**config.mk**
```make
export PLATFORM = sky130hd
export DESIGN_NAME = sparse_sram_ctrl
export DESIGN_NICKNAME = d
export VERILOG_FILES = /design/src/rtl/sparse_sram_ctrl.sv
export SDC_FILE = /design/constraint.sdc
export NUM_CORES = 2
export LEC_CHECK = 0
export CAP_MARGIN = 20
export CORE_MARGIN = 4
export CORE_UTILIZATION = 55
export DETAILED_ROUTE_END_ITERATION = 16
export GPL_TIMING_DRIVEN = 1
export PLACE_DENSITY = 0.76
export SLEW_MARGIN = 20
export SYNTH_ARGS = -nofsm -noshare
export SYNTH_HDL_FRONTEND = slang
export SYNTH_SLANG_ARGS = --single-unit
```
**constraint.sdc**
```tcl
create_clock -name clk -period 10.4 [get_ports clk]
set_input_delay 1.04 -clock clk [delete_from_list [all_inputs] [get_ports clk]]
set_output_delay 1.04 -clock clk [all_outputs]
set_load 0.01 [all_outputs]
```
**src/rtl/sparse_sram_ctrl.sv**
```systemverilog
// sparse_sram_ctrl: associative {tag, data} memory with byte-enable writes,
// read-miss fill, valid/ready handshake, flush and table-full error.
module sparse_sram_ctrl #(
    parameter int ADDR_W = 32,
    parameter int DATA_W = 32,
    parameter int DEPTH = 50,
    parameter logic [DATA_W-1:0] FILL = '0
) (
    input  logic                         clk,
    input  logic                         rst_n,
    input  logic                         req_valid,
    output logic                         req_ready,
    input  logic                         req_we,
    input  logic [ADDR_W-1:0]            req_addr,
    input  logic [DATA_W-1:0]            req_wdata,
    input  logic [DATA_W/8-1:0]          req_be,
    input  logic                         flush,
    output logic                         rsp_valid,
    input  logic                         rsp_ready,
    output logic [DATA_W-1:0]            rsp_rdata,
    output logic                         rsp_hit,
    output logic                         rsp_err,
    output logic [$clog2(DEPTH+1)-1:0]   count,
    output logic                         full
);
    localparam int BE_W = DATA_W / 8;
    localparam int OFF = $clog2(BE_W);
    localparam int TAG_W = ADDR_W - OFF;
    localparam int IDX_W = $clog2(DEPTH);
    localparam int CNT_W = $clog2(DEPTH + 1);
    localparam logic [1:0] IDLE = 2'd0;
    localparam logic [1:0] LOOKUP = 2'd1;
    localparam logic [1:0] RESP = 2'd2;

    logic [1:0]        state_q, state_d;
    logic              we_q;
    logic [TAG_W-1:0]  tag_q;
    logic [DATA_W-1:0] wdata_q;
    logic [BE_W-1:0]   be_q;
    logic [DEPTH-1:0]  valid_q, valid_d;
    logic [CNT_W-1:0]  count_q, count_d;
    logic [DATA_W-1:0] rdata_q, rdata_d;
    logic              hit_q, err_q, err_d;
    logic [TAG_W-1:0]  tag_mem_q [DEPTH];
    logic [DATA_W-1:0] data_mem_q [DEPTH];

    logic              hit, free, lookup, commit, alloc, idle_flush;
    logic [IDX_W-1:0]  hit_idx, free_idx, widx;
    logic [DATA_W-1:0] base, merged;
    logic              unused_addr;

    assign unused_addr = ^req_addr;
    assign req_ready   = rst_n && state_q == IDLE && !flush;
    assign rsp_valid   = state_q == RESP;
    assign rsp_rdata   = rdata_q;
    assign rsp_hit     = hit_q;
    assign rsp_err     = err_q;
    assign count       = count_q;
    assign full        = count_q == CNT_W'(DEPTH);

    // Descending scan so the lowest matching / lowest free index wins.
    always_comb begin
        hit = 1'b0;
        hit_idx = '0;
        free = 1'b0;
        free_idx = '0;
        for (int i = DEPTH - 1; i >= 0; i--) begin
            if (valid_q[i] && tag_mem_q[i] == tag_q) begin
                hit = 1'b1;
                hit_idx = IDX_W'(i);
            end
            if (!valid_q[i]) begin
                free = 1'b1;
                free_idx = IDX_W'(i);
            end
        end
    end

    assign base = hit ? data_mem_q[hit_idx] : FILL;

    always_comb begin
        merged = base;
        for (int b = 0; b < BE_W; b++)
            merged[8*b +: 8] = be_q[b] ? wdata_q[8*b +: 8] : base[8*b +: 8];
    end

    assign lookup     = state_q == LOOKUP;
    assign idle_flush = state_q == IDLE && flush;
    assign commit     = lookup && we_q && (hit || free);
    assign alloc      = commit && !hit;
    assign widx       = hit ? hit_idx : free_idx;
    assign rdata_d    = commit ? merged : (hit ? base : FILL);
    assign err_d      = we_q && !hit && !free;
    assign count_d    = idle_flush ? '0 : count_q + CNT_W'(alloc);

    always_comb begin
        state_d = state_q == IDLE   ? ((req_valid && !flush) ? LOOKUP : IDLE) :
                  state_q == LOOKUP ? RESP : (rsp_ready ? IDLE : RESP);
        valid_d = idle_flush ? '0 : valid_q;
        if (alloc) valid_d[free_idx] = 1'b1;
    end

    always_ff @(posedge clk or negedge rst_n) begin
        if (!rst_n) begin
            state_q <= IDLE;
            valid_q <= '0;
            count_q <= '0;
            rdata_q <= '0;
            hit_q   <= 1'b0;
            err_q   <= 1'b0;
            we_q    <= 1'b0;
            tag_q   <= '0;
            wdata_q <= '0;
            be_q    <= '0;
        end else begin
            state_q <= state_d;
            valid_q <= valid_d;
            count_q <= count_d;
            if (req_valid && req_ready) begin
                we_q    <= req_we;
                tag_q   <= req_addr[ADDR_W-1:OFF];
                wdata_q <= req_wdata;
                be_q    <= req_be;
            end
            if (lookup) begin
                rdata_q <= rdata_d;
                hit_q   <= hit;
                err_q   <= err_d;
            end
        end
    end

    // Entry payload needs no reset; the valid bits gate every use of it.
    always_ff @(posedge clk) begin
        if (commit) begin
            tag_mem_q[widx]  <= tag_q;
            data_mem_q[widx] <= merged;
        end
    end
endmodule

```
==> results.sh <==
export IMPL_peakVddDrop_mv=0.245
export IMPL_layout_drive_gt1_share=0.120
export IMPL_first_iter_violations=11900
export IMPL_max_freq_mhz=111
export IMPL_netlist_area_leader_share=0.668
export IMPL_p_leak_uw=0.0493
export IMPL_synth_area_top_cells="edfxtp_1 67%, xnor2_1 8.2%, dfrtp_1 2.9%, nand4_1 2.8%, nand2_1 2.1%"
export IMPL_vias=87900
export IMPL_cts_hold_buf=0
export IMPL_top_level_ports=117
export IMPL_die_area_um2=262000
export IMPL_fin_setup_tns_ps=0
export IMPL_fin_worst_skew_ps=97.0
export IMPL_area_delta_synth_final_pct=12.5
export IMPL_p_int_uw=26200
export IMPL_path_class="flip-flop to flip-flop"
export IMPL_ys_types=104
export IMPL_p_sw_frac=0.317
export IMPL_antenna_left=0
export IMPL_gp_congestion=0.978
export IMPL_drc=0
export IMPL_fp_row_count=184
export IMPL_slew_headroom=0.177
export IMPL_power_density_nw_per_um2=245
export IMPL_drt_total_wl_mm=409
export IMPL_synthArstFlopShare=0.0488
export IMPL_switchingPower_uw=12200
export IMPL_yosys_top_cells_count="3100 x edfxtp_1, 1302 x xnor2_1, 797 x nand2_1, 629 x nand4_1, 288 x mux2i_1"
export IMPL_hpwl_mm=239
export IMPL_whs_ps=33.8
export IMPL_yosysSeqAreaShare=0.696
export IMPL_ys_flop_type="edfxtp_1"
export IMPL_clockRootBuffer="clkbuf_16"
export IMPL_clkTransAtPathRegs_ps=60
export IMPL_finish_utilization=0.623
export IMPL_io_buffers=114
export IMPL_vias_per_cell=6.68
export IMPL_fill_cells=17700
export IMPL_drv_slew=0
export IMPL_crit_path_max_fanout=50
export IMPL_grt_first_pass_wirelength_mm=589
export IMPL_pwr_share_clk=0.307
export IMPL_cts_resized=0
export IMPL_max_slew_worst_pin_slew_ps=1230
export IMPL_p_seq_frac=0.462
export IMPL_postCtsSetupRepairBufs=0
export IMPL_yosysMostFrequentCell="edfxtp_1"
export IMPL_drt_pass1_iterations=8
export IMPL_yosysWarningCount=0
export IMPL_avgSynthCellArea_um2=15.1
export IMPL_synthCells=9250
export IMPL_outcome="complete, no violations"
export IMPL_synth_edf_count=3100
export IMPL_power_frac_comb=0.231
export IMPL_cp_end_kind="flip-flop"
export IMPL_grtUsageTotal=0.305
export IMPL_period_minus_slack_ps=8990
export IMPL_start_util=0.554
export IMPL_grt_setup_unrepaired="no"
export IMPL_wire_per_inst_um=31.1
export IMPL_htreeDepth=5
export IMPL_grt_pass1_vias=86600
export IMPL_hold_violations=0
export IMPL_cts_tree="yes"
export IMPL_cp_data_required_time_ps=10970
export IMPL_synth_area_um2=139000
export IMPL_arrival_ps=9560
export IMPL_clock_latency_ps=990
export IMPL_synth_nets=9326
export IMPL_fin_crit_sh=0.864
export IMPL_grt_max_degree=135
export IMPL_core_area_um2=252000
export IMPL_ys_ff_latch=3259
export IMPL_max_cap_viol_count=0
export IMPL_grt_ovfl_total=0
export IMPL_holdCritPathClass="input port to async pin"
export IMPL_die_h_um=512
export IMPL_final_setup_viol_count=0
export IMPL_finalPower_uw=38400
export IMPL_synth_top_cell_by_area="edfxtp_1"
export IMPL_antenna_found_initial=9
export IMPL_numCtsBuffers=338
export IMPL_final_nets=9624
export IMPL_start_kind="flip-flop"
export IMPL_die_w_um=512
export IMPL_clock_sinks=3259
export IMPL_cts_buffer_depth=4
## cells by family (layout without fill, tap and decap cells)
family / Yosys count / count (layout) / share of synthesized area
other cells: 0 / 1 / 0
mux: 404 / 404 / 0.0326
compound gates: 1172 / 1172 / 0.0625
simple gates: 2382 / 2382 / 0.0918
flops: 3259 / 3259 / 0.696
fa+ha+maj: 2 / 2 / 0.000179
xor+xnor: 1505 / 1505 / 0.0947
buf+inv: 526 / 1075 / 0.0220
## power groups by stage
stage | sequential, µW | combinational [µW] | clock [µW]
after floorplan | 17200 | 5740 | 0
after global placement | 17900 | 8440 | 0
after detailed placement | 18000 | 8670 | 0
after CTS | 17700 | 8740 | 11900
after global routing | 17700 | 9370 | 12400
final | 17700 | 8860 | 11800
## metrics by stage
step                      setup WS, ps  cells  area (µm²)
final                             1410  13100      157000
after detailed placement          1920  12500      146000
after global routing              1310  13100      157000
after global placement            2110  12500      146000
after floorplan                   1170   9250      139000
after CTS                         1890  13100      157000
## worst paths after layout
kind | from | end | slack, ps | cells past startpoint
max | tag_q[2]$_DFFE_PN0P_ | tag_mem_q[27][3]$_DFFE_PP_ | 1410 | 15
min | rst_n | tag_q[9]$_DFFE_PN0P_ | 30 | 1
max reg2reg | tag_q[2]$_DFFE_PN0P_ | tag_mem_q[27][3]$_DFFE_PP_ | 1410 | 15
min reg2reg | rsp_err$_DFFE_PN0N_ | rsp_err$_DFFE_PN0N_ | 500 | 2
max in group asynchronous | rst_n | rsp_rdata[26]$_DFFE_PN0N_ | 9100 | 2
min in group clk | rsp_err$_DFFE_PN0N_ | rsp_err$_DFFE_PN0N_ | 500 | 2
## registers in the layout, summed over array words and instances, names as in the netlist
name and count:
rsp_hit 1, be_q 4, rsp_rdata 32, valid_q 50, rsp_err 1, tag_q 30
data_mem_q 1600, tag_mem_q 1500, state_q 2, wdata_q 32, count 6, we_q 1
## per-layer routing
metal	part of all wire	vias to the layer above	GRT usage
met4	0.065	2	0.170
met5	0.000046	-	0
li1	-	36500	-
met3	0.12	1346	0.0680
met2	0.46	6226	0.478
met1	0.36	43800	0.399
## cell type report
class                      count  area [µm²]  area share
antenna                        1        2.50   0.0000159
clock inverter               164        1600      0.0102
tap                         3348        4190      0.0267
sequential                  3259       97200       0.619
clock buffer                 427        9000      0.0573
inverter                      44         165     0.00105
multi-input combinational   5465       40200       0.256
timing repair buffer         440        4600      0.0293
## cell usage in the layout (no fill, tap or decap), drive strengths merged, types with 46 or more instances in the layout
cell type / synthesis / final
clkinv: 3 / 117
inv: 41 / 50
dfrtp: 159 / 159
nor4: 181 / 181
a21oi: 231 / 231
nor3: 66 / 66
edfxtp: 3100 / 3100
nand4: 629 / 629
nand2: 798 / 798
o31ai: 46 / 46
xor2: 200 / 200
xnor2: 1305 / 1305
clkdlybuf4s50: 0 / 113
a221oi: 76 / 76
a31oi: 185 / 185
o21ai: 157 / 157
nand3: 155 / 155
a2111oi: 51 / 51
mux2i: 288 / 288
mux2: 84 / 84
clkbuf: 141 / 428
buf: 341 / 326
nor2: 157 / 157
nand2b: 69 / 69
## critical path, stage by stage (launching register included)
cell and delay [ps]:
dfrtp_4 950, buf_4 500, xnor2_1 160, nand4_1 110, nor4_1 70, nand3_1 450, nand4_1 790, nor3_1 1170
nand3_1 610, nor2_2 780, inv_1 230, o21ai_1 370, nor3b_1 650, nand2_1 280, nor2_4 610, buf_4 720
No activity file was read; power rests on OpenSTA's default activity.
